--- config.mk ---
export PLATFORM = sky130hd
export DESIGN_NAME = div3_rr_sched_flat
export DESIGN_NICKNAME = d
export VERILOG_FILES = /design/src/rtl/div3_rr_sched_if.sv /design/src/rtl/div3_rr_sched.sv /design/src/flat_wrapper.sv
export SDC_FILE = /design/constraint.sdc
export NUM_CORES = 1
export LEC_CHECK = 0
export ABC_AREA = 1
export CORE_AREA = 3 3 70 72
export DETAILED_ROUTE_END_ITERATION = 10
export DIE_AREA = 0 0 73 75
export PLACE_DENSITY = 0.73
export SETUP_SLACK_MARGIN = 0.1
export SYNTH_ARGS = -nofsm -noshare
export SYNTH_HDL_FRONTEND = slang
export SYNTH_SLANG_ARGS = --single-unit
export TNS_END_PERCENT = 30
--- constraint.sdc ---
create_clock -name clk -period 2.92 [get_ports clk]
set_clock_uncertainty 0.1 [all_clocks]
set_input_delay 0.292 -clock clk [delete_from_list [all_inputs] [get_ports clk]]
set_output_delay 0.292 -clock clk [all_outputs]
set_load 0.02 [all_outputs]
--- src/rtl/div3_rr_sched_if.sv ---
// Request/response bundle for the shared divisible-by-3 residue engine.
// The slave side is the scheduler; the master side is the producer/consumer environment.
interface div3_rr_sched_if #(
  parameter int NUM_REQ = 4,
  parameter int WIDTH   = 8
);
  localparam int ID_W = (NUM_REQ > 1) ? $clog2(NUM_REQ) : 1;

  logic [NUM_REQ-1:0]       req_valid_i;
  logic [NUM_REQ*WIDTH-1:0] req_data_i;
  logic [NUM_REQ-1:0]       req_ready_o;
  logic                     rsp_valid_o;
  logic                     rsp_ready_i;
  logic [ID_W-1:0]          rsp_id_o;
  logic                     rsp_div_o;
  logic [1:0]               rsp_rem_o;
  logic                     busy_o;

  modport slave (
    input  req_valid_i, req_data_i, rsp_ready_i,
    output req_ready_o, rsp_valid_o, rsp_id_o, rsp_div_o, rsp_rem_o, busy_o
  );

  modport master (
    output req_valid_i, req_data_i, rsp_ready_i,
    input  req_ready_o, rsp_valid_o, rsp_id_o, rsp_div_o, rsp_rem_o, busy_o
  );
endinterface

--- src/rtl/div3_rr_sched.sv ---
// Round-robin scheduler feeding one MSB-first bit-serial mod-3 residue engine.
// One word in flight at a time; the result is held until the consumer accepts it.
module div3_rr_sched #(
  parameter int NUM_REQ = 4,
  parameter int WIDTH   = 8
) (
  input logic              clk,
  input logic              reset,
  div3_rr_sched_if.slave   bus
);
  localparam int ID_W  = (NUM_REQ > 1) ? $clog2(NUM_REQ) : 1;
  localparam int CNT_W = $clog2(WIDTH + 1);

  typedef enum logic [1:0] {S_IDLE = 2'd0, S_SHIFT = 2'd1, S_RESP = 2'd2} state_t;
  typedef enum logic [1:0] {R0 = 2'd0, R1 = 2'd1, R2 = 2'd2} res_t;

  // Appending bit b to a value with residue r gives residue (2r + b) mod 3.
  function automatic res_t res_step(input res_t r, input logic b);
    res_t n;
    case (r)
      R0:      n = b ? R1 : R0;
      R1:      n = b ? R0 : R2;
      R2:      n = b ? R2 : R1;
      default: n = R0;
    endcase
    return n;
  endfunction

  state_t             r_state;
  state_t             w_state_nxt;
  logic [ID_W-1:0]    r_ptr;
  logic [WIDTH-1:0]   r_shift;
  logic [CNT_W-1:0]   r_cnt;
  res_t               r_res;
  logic [ID_W-1:0]    r_id;
  logic [1:0]         r_rem;
  logic               r_div;

  logic [NUM_REQ-1:0] w_grant;
  logic [ID_W-1:0]    w_grant_id;
  logic [ID_W-1:0]    w_idx;
  logic               w_found;
  logic [WIDTH-1:0]   w_sel_data;
  logic               w_hs;
  logic               w_last;
  res_t               w_res_nxt;

  // Search upward from the pointer with wrap; the first valid requester wins.
  always_comb begin
    w_grant    = '0;
    w_grant_id = '0;
    w_idx      = '0;
    w_found    = 1'b0;
    for (int i = 0; i < NUM_REQ; i++) begin
      w_idx = ID_W'((int'(r_ptr) + i) % NUM_REQ);
      if (!w_found && bus.req_valid_i[w_idx]) begin
        w_found    = 1'b1;
        w_grant_id = w_idx;
      end
    end
    w_grant[w_grant_id] = w_found;
  end

  always_comb begin
    w_sel_data = '0;
    for (int k = 0; k < NUM_REQ; k++) begin
      if (w_grant_id == ID_W'(k)) w_sel_data = bus.req_data_i[k*WIDTH +: WIDTH];
    end
  end

  assign bus.req_ready_o = (r_state == S_IDLE && reset) ? w_grant : '0;
  assign w_hs            = |(bus.req_valid_i & bus.req_ready_o);
  assign w_last          = (r_cnt == CNT_W'(1));
  assign w_res_nxt       = res_step(r_res, r_shift[WIDTH-1]);

  always_comb begin
    w_state_nxt = r_state;
    case (r_state)
      S_IDLE:  if (w_hs) w_state_nxt = S_SHIFT;
      S_SHIFT: if (w_last) w_state_nxt = S_RESP;
      S_RESP:  if (bus.rsp_ready_i) w_state_nxt = S_IDLE;
      default: w_state_nxt = S_IDLE;
    endcase
  end

  always_ff @(posedge clk or negedge reset) begin
    if (!reset) r_state <= S_IDLE;
    else        r_state <= w_state_nxt;
  end

  always_ff @(posedge clk or negedge reset) begin
    if (!reset) begin
      r_ptr   <= '0;
      r_shift <= '0;
      r_cnt   <= '0;
      r_res   <= R0;
      r_id    <= '0;
      r_rem   <= '0;
      r_div   <= 1'b0;
    end else begin
      case (r_state)
        S_IDLE: begin
          if (w_hs) begin
            r_shift <= w_sel_data;
            r_id    <= w_grant_id;
            r_res   <= R0;
            r_cnt   <= CNT_W'(WIDTH);
            r_ptr   <= ID_W'((int'(w_grant_id) + 1) % NUM_REQ);
          end
        end
        S_SHIFT: begin
          r_res   <= w_res_nxt;
          r_shift <= r_shift << 1;
          r_cnt   <= r_cnt - CNT_W'(1);
          // Result registers load only on the final bit so they stay stable through RESP.
          if (w_last) begin
            r_rem <= w_res_nxt;
            r_div <= (w_res_nxt == R0);
          end
        end
        default: ;
      endcase
    end
  end

  assign bus.rsp_valid_o = (r_state == S_RESP);
  assign bus.rsp_id_o    = r_id;
  assign bus.rsp_rem_o   = r_rem;
  assign bus.rsp_div_o   = r_div;
  assign bus.busy_o      = (r_state != S_IDLE);
endmodule
--- src/flat_wrapper.sv ---
// flat-port wrapper written by rule: the top's interface ports become plain ports
module div3_rr_sched_flat 
#(
  parameter int NUM_REQ = 4,
  parameter int WIDTH   = 8
)
  (clk, reset, bus_req_valid_i, bus_req_data_i, bus_rsp_ready_i, bus_req_ready_o, bus_rsp_valid_o, bus_rsp_id_o, bus_rsp_div_o, bus_rsp_rem_o, bus_busy_o);
  div3_rr_sched_if #(.NUM_REQ(NUM_REQ), .WIDTH(WIDTH)) bus_i ();
  input logic clk;
  input logic reset;
  input wire logic [$bits(bus_i.req_valid_i)-1:0] bus_req_valid_i;
  input wire logic [$bits(bus_i.req_data_i)-1:0] bus_req_data_i;
  input wire logic [$bits(bus_i.rsp_ready_i)-1:0] bus_rsp_ready_i;
  output wire logic [$bits(bus_i.req_ready_o)-1:0] bus_req_ready_o;
  output wire logic [$bits(bus_i.rsp_valid_o)-1:0] bus_rsp_valid_o;
  output wire logic [$bits(bus_i.rsp_id_o)-1:0] bus_rsp_id_o;
  output wire logic [$bits(bus_i.rsp_div_o)-1:0] bus_rsp_div_o;
  output wire logic [$bits(bus_i.rsp_rem_o)-1:0] bus_rsp_rem_o;
  output wire logic [$bits(bus_i.busy_o)-1:0] bus_busy_o;
  assign bus_i.req_valid_i = bus_req_valid_i;
  assign bus_i.req_data_i = bus_req_data_i;
  assign bus_i.rsp_ready_i = bus_rsp_ready_i;
  assign bus_req_ready_o = bus_i.req_ready_o;
  assign bus_rsp_valid_o = bus_i.rsp_valid_o;
  assign bus_rsp_id_o = bus_i.rsp_id_o;
  assign bus_rsp_div_o = bus_i.rsp_div_o;
  assign bus_rsp_rem_o = bus_i.rsp_rem_o;
  assign bus_busy_o = bus_i.busy_o;
  div3_rr_sched #(.NUM_REQ(NUM_REQ), .WIDTH(WIDTH)) u_core (.clk(clk), .reset(reset), .bus(bus_i));
endmodule
==> results by group <==
Outcome
  – Status: complete, no violations

Worst setup path
  – Crit Path Class: reg -> out
  – CP max FO: 10
  – Crit start category: flop
  – Worst endpoint required time: 2.53 ns
  – Worst R2R Setup Slack: 0.30 ns
  – CP Capture Type: output port
  – Worst Reg-to-Reg Cells: 20
  – Critical Path AT: 2.30 ns

Clocking
  – Hold buffer count at CTS: 0
  – CTS Root Cell: clkbuf_8
  – H-Tree Depth: 1
  – CTS Sinks: 23
  – CTS Buf Count: 3
  – Clk_lat worst skew: 0.26 ns
  – CTS clk-pin slew, worst paths: 0.08 ns
  – Post-CTS setup buffers: 0
  – TritonCTS clock tree: built
  – Clock buffer depth: 2

Floorplan
  – Core ar.: 4350 um2
  – Die Span Y: 75 um
  – Ports: 50
  – Initial Utilization: 0.439
  – Horiz. Die Dim: 73 um
  – Die Footprint: 5480 um2
  – Row count: 24

Job
  – Max-Cap Viols: 0

Yosys
  – Synth Cell Area: 1910 um2
  – Yosys warnings: 0
  – Mapped Nets: 302
  – Top cell type's share of synthesized area: 0.301
  – Avg Inst Size Synth: 7.40 um2
  – Cell taking the most area after synthesis: dfrtp_1
  – Area contributors post-synth: dfrtp_1 30%, nand2_1 13%, nand2_2 6.2%, nand3_1 6.0%, inv_1 5.1%
  – Netlist cell types: 36
  – Post-synthesis cell count: 258
  – Sequential share of the synthesized area: 0.301
  – Seq cells post-synth: 23

Global route
  – Total global-route track usage: 0.177
  – Global-route wire length before repair: 7.76 mm
  – Initial antenna violation count: 0
  – Vias in the first global route: 1751
  – Total grt overflow: 0
  – Largest net degree at the start of global routing: 24

Power
  – Largest vdd supply drop: 0.000697 V
  – Clk pwr share: 0.053
  – Sequential share of power: 0.157
  – Sw power: 0.00190 W
  – Sw Share: 0.514
  – Combinational share of power: 0.791
  – Leak pwr: 1.32 nW
  – Internal: 0.00180 W
  – Power Dens Cells: 1400 nW/um2

Route
  – Detail Route Antenna Nets: 0
  – Drt drc: 0
  – Via density: 4.85
  – First-pass DRT Iterations: 4
  – Initial DRC count: 142
  – DR WL/cell: 11.8 um
  – Vias after detailed routing: 1847
  – Post-Route WL: 4.49 mm

STA
  – Setup TNS: 0 ns
  – Final Critical Period: 2.69 ns
  – Worst slew pin tran: 0.497 ns
  – Final setup fails: 0
  – RSZ-0062 raised after global routing: yes
  – Final Max Tran Viols: 0
  – Relative slew slack: 0.669
  – Fmax: 372 MHz
  – WHS: 0.314 ns
  – Hold Vio Cnt, Final: 0
  – Final worst path period share: 0.921

Final layout
  – Most common cell after layout, fill and taps aside: nand2_1
  – Post-layout util: 0.609
  – Nets: 374
  – Post-route insts no fill: 381
  – Layout cells sized above 1: 0.249
  – Fillers: 406
  – ANT cells: 0
  – Layout area overhead: 38.8%
  – Commonest cells after routing, fill and taps aside: 68 x nand2_1, 45 x clkdlybuf4s50_1, 26 x inv_1

Placed design
  – Dpl cells: 377
  – Buffers on Ports: 49
  – RD Place Congestion: 0.795
  – DP HPWL: 3.71 mm

Hold path
  – Worst Hold Class: in -> async
area by class of cell:
cell class / count / area, um2 / area share
Multi-Input combinational cell: 195 / 1160 / 0.439
Tap cell: 52 / 65.1 / 0.0246
Inverter: 33 / 134 / 0.0505
Timing Repair Buffer: 74 / 666 / 0.251
Clock buffer: 4 / 45.0 / 0.0170
Sequential cell: 23 / 577 / 0.218
critical path: stages (launching register included):
cell	delay (ns)
dfrtp_2	0.51
inv_8	0.13
nand2_2	0.06
nand3_1	0.09
nand2_2	0.10
inv_1	0.09
nand3_1	0.15
nand3_4	0.16
ha_1	0.24
inv_1	0.06
nor2_1	0.09
dlygate4sd2_1	0.35
per-layer routing:
metal  routed length [um]  track usage  vias to the layer above
met5                    0            0                        -
li1                     -            -                      992
met3                  170       0.0294                        2
met1                 2140        0.246                      820
met2                 2170        0.300                       33
met4                    7       0.0184                        0
power by group through the flow:
stage / registers (W) / clock network (W) / logic, W
2_1_floorplan: 0.000578 / 0 / 0.00200
3_3_place_gp: 0.000582 / 0 / 0.00289
3_5_place_dp: 0.000582 / 0 / 0.00295
4_1_cts: 0.000579 / 0.000200 / 0.00295
5_1_grt: 0.000600 / 0.000213 / 0.00329
6_report: 0.000579 / 0.000195 / 0.00292
per-stage QoR:
step / area [um2] / total power (W) / worst slack [ns]
2_1_floorplan: 1910 / 0.00258 / 0.184
3_3_place_gp: 2610 / 0.00347 / -0.0255
3_5_place_dp: 2610 / 0.00353 / -0.155
4_1_cts: 2650 / 0.00373 / 0.109
5_1_grt: 2650 / 0.00410 / 0.0341
6_report: 2650 / 0.00370 / 0.230
worst paths after layout:
| kind | start | to |
|---|---|---|
| max reg2reg | u_core.r_ptr[0] | u_core.r_shift[3] |
| min reg2reg | u_core.bus.rsp_id_o[1] | u_core.bus.rsp_id_o[1] |
| min | reset | u_core.r_cnt[3] |
| max | u_core.r_ptr[0] | bus_req_ready_o[0] |
| min in group clk | u_core.bus.rsp_id_o[1] | u_core.bus.rsp_id_o[1] |
| max in group asynchronous | reset | u_core.r_ptr[0] |
cells by family (layout without fill, tap and decap cells):
kind of cell / after synthesis / count (layout) / share of synthesized area
and+or+nand+nor: 147 / 147 / 0.431
AOI/OAI and AO/OA: 42 / 42 / 0.138
buffers and inverters: 40 / 111 / 0.0924
DFF: 23 / 23 / 0.301
adders and majority gates: 5 / 5 / 0.0328
xor gates and xnor gates: 1 / 1 / 0.00459
cell usage after synthesis, drive strengths merged:
master	n
a21oi	12
a31oi	1
buf	3
clkbuf	4
dfrtp	23
ha	5
inv	33
nand2	93
nand3	27
nand4	10
nor2	13
nor3	2
nor4	1
o211ai	1
o21a	1
o21ai	22
o22ai	4
o31ai	1
or2	1
xnor2	1
state kept, by name, indices dropped and copies added (netlist names):
signal                cells
u_core.r_shift            8
u_core.bus.rsp_div_o      1
u_core.r_state            2
u_core.r_ptr              2
u_core.bus.rsp_id_o       2
u_core.bus.rsp_rem_o      2
u_core.r_cnt              4
u_core.r_res              2
repair_timing:
item | CTS | global route
gates resized for setup | 5 | 5
endpoints found under the hold margin | 0 | 0
setup endpoints to repair | 4 | 19
(Power assumes the default switching activity.)
